==> config.mk <==
export PLATFORM = sky130hd
export DESIGN_NAME = display_scheduler
export DESIGN_NICKNAME = d
export VERILOG_FILES = /design/src/rtl/display_pkg.sv /design/src/rtl/display_scheduler_scan_timer.sv /design/src/rtl/display_scheduler.sv
export SDC_FILE = /design/constraint.sdc
export NUM_CORES = 1
export LEC_CHECK = 0
export ABC_AREA = 1
export BUFFER_PORTS_ARGS = -buffer_cell sky130_fd_sc_hd__buf_4
export CORE_MARGIN = 3
export CORE_UTILIZATION = 40
export CTS_CLUSTER_SIZE = 30
export DETAILED_ROUTE_END_ITERATION = 8
export GPL_TIMING_DRIVEN = 0
export SETUP_SLACK_MARGIN = 0.05
export SYNTH_ARGS = -nofsm -noshare
export SYNTH_HDL_FRONTEND = slang
export SYNTH_HIERARCHICAL = 1
export SYNTH_SLANG_ARGS = --single-unit
export TNS_END_PERCENT = 50
==> constraint.sdc <==
create_clock -name clk -period 3.05 [get_ports clk]
set_clock_uncertainty 0.15 [all_clocks]
set_input_delay 0.305 -clock clk [delete_from_list [all_inputs] [get_ports clk]]
set_output_delay 0.305 -clock clk [all_outputs]
set_load 0.03 [all_outputs]
==> src/rtl/display_pkg.sv <==
// rtl/display_pkg.sv - shared constants, state type and digit decode for the display scheduler
package display_pkg;

    localparam int DIGITS    = 3;
    localparam int SEG_W     = 7;
    localparam int BLANK_CYC = 2;
    localparam int BRIGHT_W  = 3;
    localparam int SLOT_CYC  = BLANK_CYC + (1 << BRIGHT_W) - 1;
    localparam int KW        = $clog2(SLOT_CYC);
    localparam int DW        = $clog2(DIGITS);

    localparam logic [SEG_W-1:0]  SEG_OFF = 7'b1111111;
    localparam logic [DIGITS-1:0] DIG_OFF = 3'b111;

    typedef enum logic [1:0] {
        ST_IDLE,
        ST_BLANK,
        ST_DRIVE
    } state_e;

    // Active-low one-hot transistor enable for digit d.
    function automatic logic [DIGITS-1:0] digit_sel(input logic [DW-1:0] d);
        digit_sel = ~(DIGITS'(1) << d);
    endfunction

endpackage

==> src/rtl/display_scheduler_scan_timer.sv <==
// rtl/display_scheduler_scan_timer.sv - slot position counter and digit index with frame-end strobe
module scan_timer
    import display_pkg::*;
(
    input  logic          clk,
    input  logic          rst,
    input  logic          run_i,
    output logic [KW-1:0] k_o,
    output logic [KW-1:0] k_d_o,
    output logic [DW-1:0] digit_d_o,
    output logic          frame_end_o
);

    logic [KW-1:0] k_q, k_d;
    logic [DW-1:0] digit_q, digit_d;
    logic          slot_end;

    // Next-state values are exported so the parent can register outputs aligned to the new position.
    always_comb begin
        slot_end    = (k_q == KW'(SLOT_CYC - 1));
        frame_end_o = slot_end && (digit_q == DW'(DIGITS - 1));
        k_d         = '0;
        digit_d     = '0;
        if (run_i) begin
            if (slot_end) begin
                digit_d = frame_end_o ? '0 : digit_q + 1'b1;
            end else begin
                k_d     = k_q + 1'b1;
                digit_d = digit_q;
            end
        end
    end

    always_ff @(posedge clk or negedge rst) begin
        if (!rst) begin
            k_q     <= '0;
            digit_q <= '0;
        end else begin
            k_q     <= k_d;
            digit_q <= digit_d;
        end
    end

    assign k_o       = k_q;
    assign k_d_o     = k_d;
    assign digit_d_o = digit_d;

endmodule

==> src/rtl/display_scheduler.sv <==
// rtl/display_scheduler.sv - frame-synchronous 7-segment scan with atomic frame commit and brightness
module display_scheduler
    import display_pkg::*;
(
    input  logic                      clk,
    input  logic                      rst,
    input  logic                      enable,
    input  logic [BRIGHT_W-1:0]       brightness,
    input  logic                      in_valid,
    output logic                      in_ready,
    input  logic [DIGITS*SEG_W-1:0]   seg_in,
    output logic [DIGITS-1:0]         transistor,
    output logic [SEG_W-1:0]          d7sp,
    output logic                      frame_done
);

    state_e                    state_q, state_d;
    logic [BRIGHT_W-1:0]       bright_q, bright_d;
    logic [DIGITS*SEG_W-1:0]   active_q, active_d, pend_q, pend_d;
    logic                      pend_valid_q, pend_valid_d;
    logic                      run, commit, lit;
    logic [KW-1:0]             k_q, k_d;
    logic [DW-1:0]             digit_d;
    logic                      frame_end;
    logic [DIGITS-1:0]         transistor_d;
    logic [SEG_W-1:0]          d7sp_d;
    logic                      frame_done_d;

    scan_timer u_scan_timer (
        .clk         (clk),
        .rst         (rst),
        .run_i       (run),
        .k_o         (k_q),
        .k_d_o       (k_d),
        .digit_d_o   (digit_d),
        .frame_end_o (frame_end)
    );

    assign in_ready = !pend_valid_q;

    always_comb begin
        run     = (state_q != ST_IDLE) && enable;
        state_d = ST_IDLE;
        if (enable) begin
            state_d = (k_d < KW'(BLANK_CYC)) ? ST_BLANK : ST_DRIVE;
        end

        bright_d = (k_q == '0) ? brightness : bright_q;

        // Commit reads pend before any same-cycle transfer; a transfer needs pend empty, so they never overlap.
        commit       = run && frame_end && pend_valid_q;
        active_d     = commit ? pend_q : active_q;
        pend_d       = pend_q;
        pend_valid_d = pend_valid_q;
        if (commit) begin
            pend_valid_d = 1'b0;
        end
        if (in_valid && in_ready) begin
            pend_d       = seg_in;
            pend_valid_d = 1'b1;
        end

        lit          = (state_d == ST_DRIVE) && ((k_d - KW'(BLANK_CYC)) < KW'(bright_d));
        transistor_d = lit ? digit_sel(digit_d) : DIG_OFF;
        d7sp_d       = lit ? active_d[digit_d*SEG_W +: SEG_W] : SEG_OFF;
        frame_done_d = (state_d != ST_IDLE) && (digit_d == DW'(DIGITS - 1))
                       && (k_d == KW'(SLOT_CYC - 1));
    end

    always_ff @(posedge clk or negedge rst) begin
        if (!rst) begin
            state_q      <= ST_IDLE;
            bright_q     <= '0;
            active_q     <= '1;
            pend_q       <= '1;
            pend_valid_q <= 1'b0;
            transistor   <= DIG_OFF;
            d7sp         <= SEG_OFF;
            frame_done   <= 1'b0;
        end else begin
            state_q      <= state_d;
            bright_q     <= bright_d;
            active_q     <= active_d;
            pend_q       <= pend_d;
            pend_valid_q <= pend_valid_d;
            transistor   <= transistor_d;
            d7sp         <= d7sp_d;
            frame_done   <= frame_done_d;
        end
    end

endmodule

==> flow_metrics.env <==
export IMPL_setup_viol=0
export IMPL_yosysSeqAreaShare=0.555
export IMPL_drive_gt1_frac=0.319
export IMPL_synthDominantCellAreaShare=0.448
export IMPL_crit_required_ps=3140
export IMPL_synth_most_common_cell="inv_1"
export IMPL_synth_area_per_cell_um2=8.81
export IMPL_die_h_um=93.3
export IMPL_wl_per_cell_um=12.3
export IMPL_async_reset_ff_frac=1.00
export IMPL_root_buffer="clkbuf_8"
export IMPL_cts_htree_levels=3
export IMPL_hold_viol=0
export IMPL_avgViaCountPerCell=4.53
export IMPL_fin_cells=500
export IMPL_hp_class="in -> reg"
export IMPL_drc=0
export IMPL_grt_pass1_vias=2166
export IMPL_ys_warn_count=6
export IMPL_crit_fanout=10
export IMPL_synth_fp_nets=379
export IMPL_dr_first_iter_drc_count=135
export IMPL_tightestPinTransition_ps=777
export IMPL_postPlaceCellArea_um2=3460
export IMPL_max_cap_viol_count=0
export IMPL_finalCritPeriodShare=0.848
export IMPL_grt_max_degree=66
export IMPL_netlist_area_um2=3050
export IMPL_syn_to_final_growth_pct=19.9
export IMPL_critPathKind="reg -> reg"
export IMPL_arrival_ps=2670
export IMPL_gp_congestion=0.778
export IMPL_outcome="completed"
export IMPL_rsz0062_at_grt="false"
export IMPL_synthCells=346
export IMPL_grt_overflow=0
export IMPL_power_density_nw_per_um2=476
export IMPL_fin_tns_setup_ps=0
export IMPL_stdcell_area_um2=3650
export IMPL_clkSlewWorstSetupHoldPaths_ps=70
export IMPL_fmax_mhz=387
export IMPL_synth_top_area_cell="dfstp_2"
export IMPL_core_um2=7330
export IMPL_utilization=0.498
export IMPL_cts_tree="yes"
export IMPL_critPathCaptureType="flip-flop"
export IMPL_row_count=31
export IMPL_drt_wl_total_um=6140
export IMPL_reg2reg_slack_ps=460
export IMPL_clk_latency_ps=340
export IMPL_die_width_um=93.3
export IMPL_synth_seq_cells=65
export IMPL_grt_pass1_wl_um=10700
export IMPL_antenna_found_initial=0
export IMPL_clock_path_buffers=2
export IMPL_route_vias_total=2266
export IMPL_num_io_pins=40
export IMPL_relSlewSlack=0.482
export IMPL_num_antenna_cells=0
export IMPL_initial_core_util=0.416
export IMPL_gr_usage_all_layers=0.159
export IMPL_synth_flop_cell="dfstp_2"
export IMPL_ir_worst_vdd_uv=275
export IMPL_period_needed_ps=2590
export IMPL_cts_buffers=9
export IMPL_layout_nets=430
export IMPL_numPortBuffers=39
export IMPL_clock_sinks=65
export IMPL_synth_common_cells="68 x inv_1, 52 x dfstp_2, 51 x nand2_1, 43 x nor2_1, 41 x nand3_1"
export IMPL_antenna_left=0
export IMPL_p_total_mw=1.74
export IMPL_synth_cell_types=24
export IMPL_dpl_hpwl_um=4290
export IMPL_die_area_um2=8700
export IMPL_leakagePower_nw=1.89
export IMPL_startpoint_type="flip-flop"
export IMPL_postCtsSetupRepairBufs=0
export IMPL_drtPass1Iterations=4
export IMPL_place_inst=484
export IMPL_slew_violations=0
export IMPL_synth_area_leaders="dfstp_2 45%, dfrtp_1 11%, inv_1 8.4%"
export IMPL_synth_edf_count=0
## cell usage in the layout (no fill, tap or decap), drive strengths merged, types with 7 or more instances in the layout
cell and instances:
a21oi 16, and2 15, buf 48, clkbuf 12, dfrtp 13, dfstp 52
inv 71, mux2 7, nand2 54, nand3 41, nand3b 9, nor2 46
## registers in the layout, indices dropped and copies added (netlist names)
register              flops
u_scan_timer/digit_q      2
d7sp                      7
pend_q                   21
pend_valid_q              1
bright_q                  3
frame_done                1
transistor                3
active_q                 21
state_q                   2
u_scan_timer/k_o          4
## worst paths after layout
path / startpoint / to / cells past startpoint
min in group asynchronous: rst / u_scan_timer/k_o[0]$_DFF_PN0_ / 2
setup / recovery: u_scan_timer/k_o[0]$_DFF_PN0_ / transistor[1]$_DFF_PN1_ / 13
setup reg to reg: u_scan_timer/k_o[0]$_DFF_PN0_ / transistor[1]$_DFF_PN1_ / 13
hold / removal: in_valid / pend_valid_q$_DFFE_PN0P_ / 2
hold reg to reg: pend_q[3]$_DFFE_PN1P_ / pend_q[3]$_DFFE_PN1P_ / 2
max in group asynchronous: rst / pend_valid_q$_DFFE_PN0P_ / 2
## worst max-delay path: stages (launching register included)
cell and delay [ps]:
dfrtp_1 420, inv_1 70, ha_1 250, nand3b_4 110
nand2_2 60, nor2_1 170, inv_1 70, ha_1 270
inv_1 40, ha_1 160, a21oi_1 90, o21ai_0 110
nor2_2 350, nand3_1 160
## area by class of cell
class                      instances  area, um2
fill                             741       3680
sequential                        65       1690
multi-input combinational        202       1050
timing repair buffer              40        303
inverter                          70        263
clock buffer                      12        135
tap                               99        124
buffer                             9       48.8
clock inverter                     3       41.3
## cells by family (layout without fill, tap and decap cells)
group,after synthesis,in the layout,synth area share
adder cells (fa/ha/maj),5,5,0.0205
AND/OR/NAND/NOR,167,167,0.256
flip-flops,65,65,0.555
buffers and inverters,79,134,0.102
AO/OA/AOI/OAI,22,22,0.0370
multiplexers,7,7,0.0259
XOR/XNOR,1,1,0.00288
## repair_timing
action                     CTS  global route
hold endpoints to repair    13             0
gates resized for setup      0             1
setup endpoints to repair    0            10
hold buffers                 1             0
## per-stage QoR
stage	setup slack [ps]	hold slack, ps
final	464	36.8
after global routing	174	30.9
after CTS	283	23.2
after detailed placement	224	284
after global placement	139	293
after floorplan	705	-141
## report_power, final
| part | internal, mW | total [mW] | switching [mW] |
|---|---|---|---|
| clock | 0.373 | 0.685 | 0.311 |
| combinational | 0.0545 | 0.128 | 0.0737 |
| sequential | 0.914 | 0.926 | 0.0113 |
| total | 1.34 | 1.74 | 0.396 |
## layer usage
layer / GRT usage / wire length, um / vias to the layer above / share of wire
li1: - / - / 1154 / -
met1: 0.225 / 2980 / 1059 / 0.49
met2: 0.235 / 2780 / 45 / 0.45
met3: 0.0434 / 307 / 8 / 0.050
met4: 0.0549 / 76 / 0 / 0.012
met5: 0 / 0 / - / 0
Note: power is estimated with default switching activity, not from simulation.
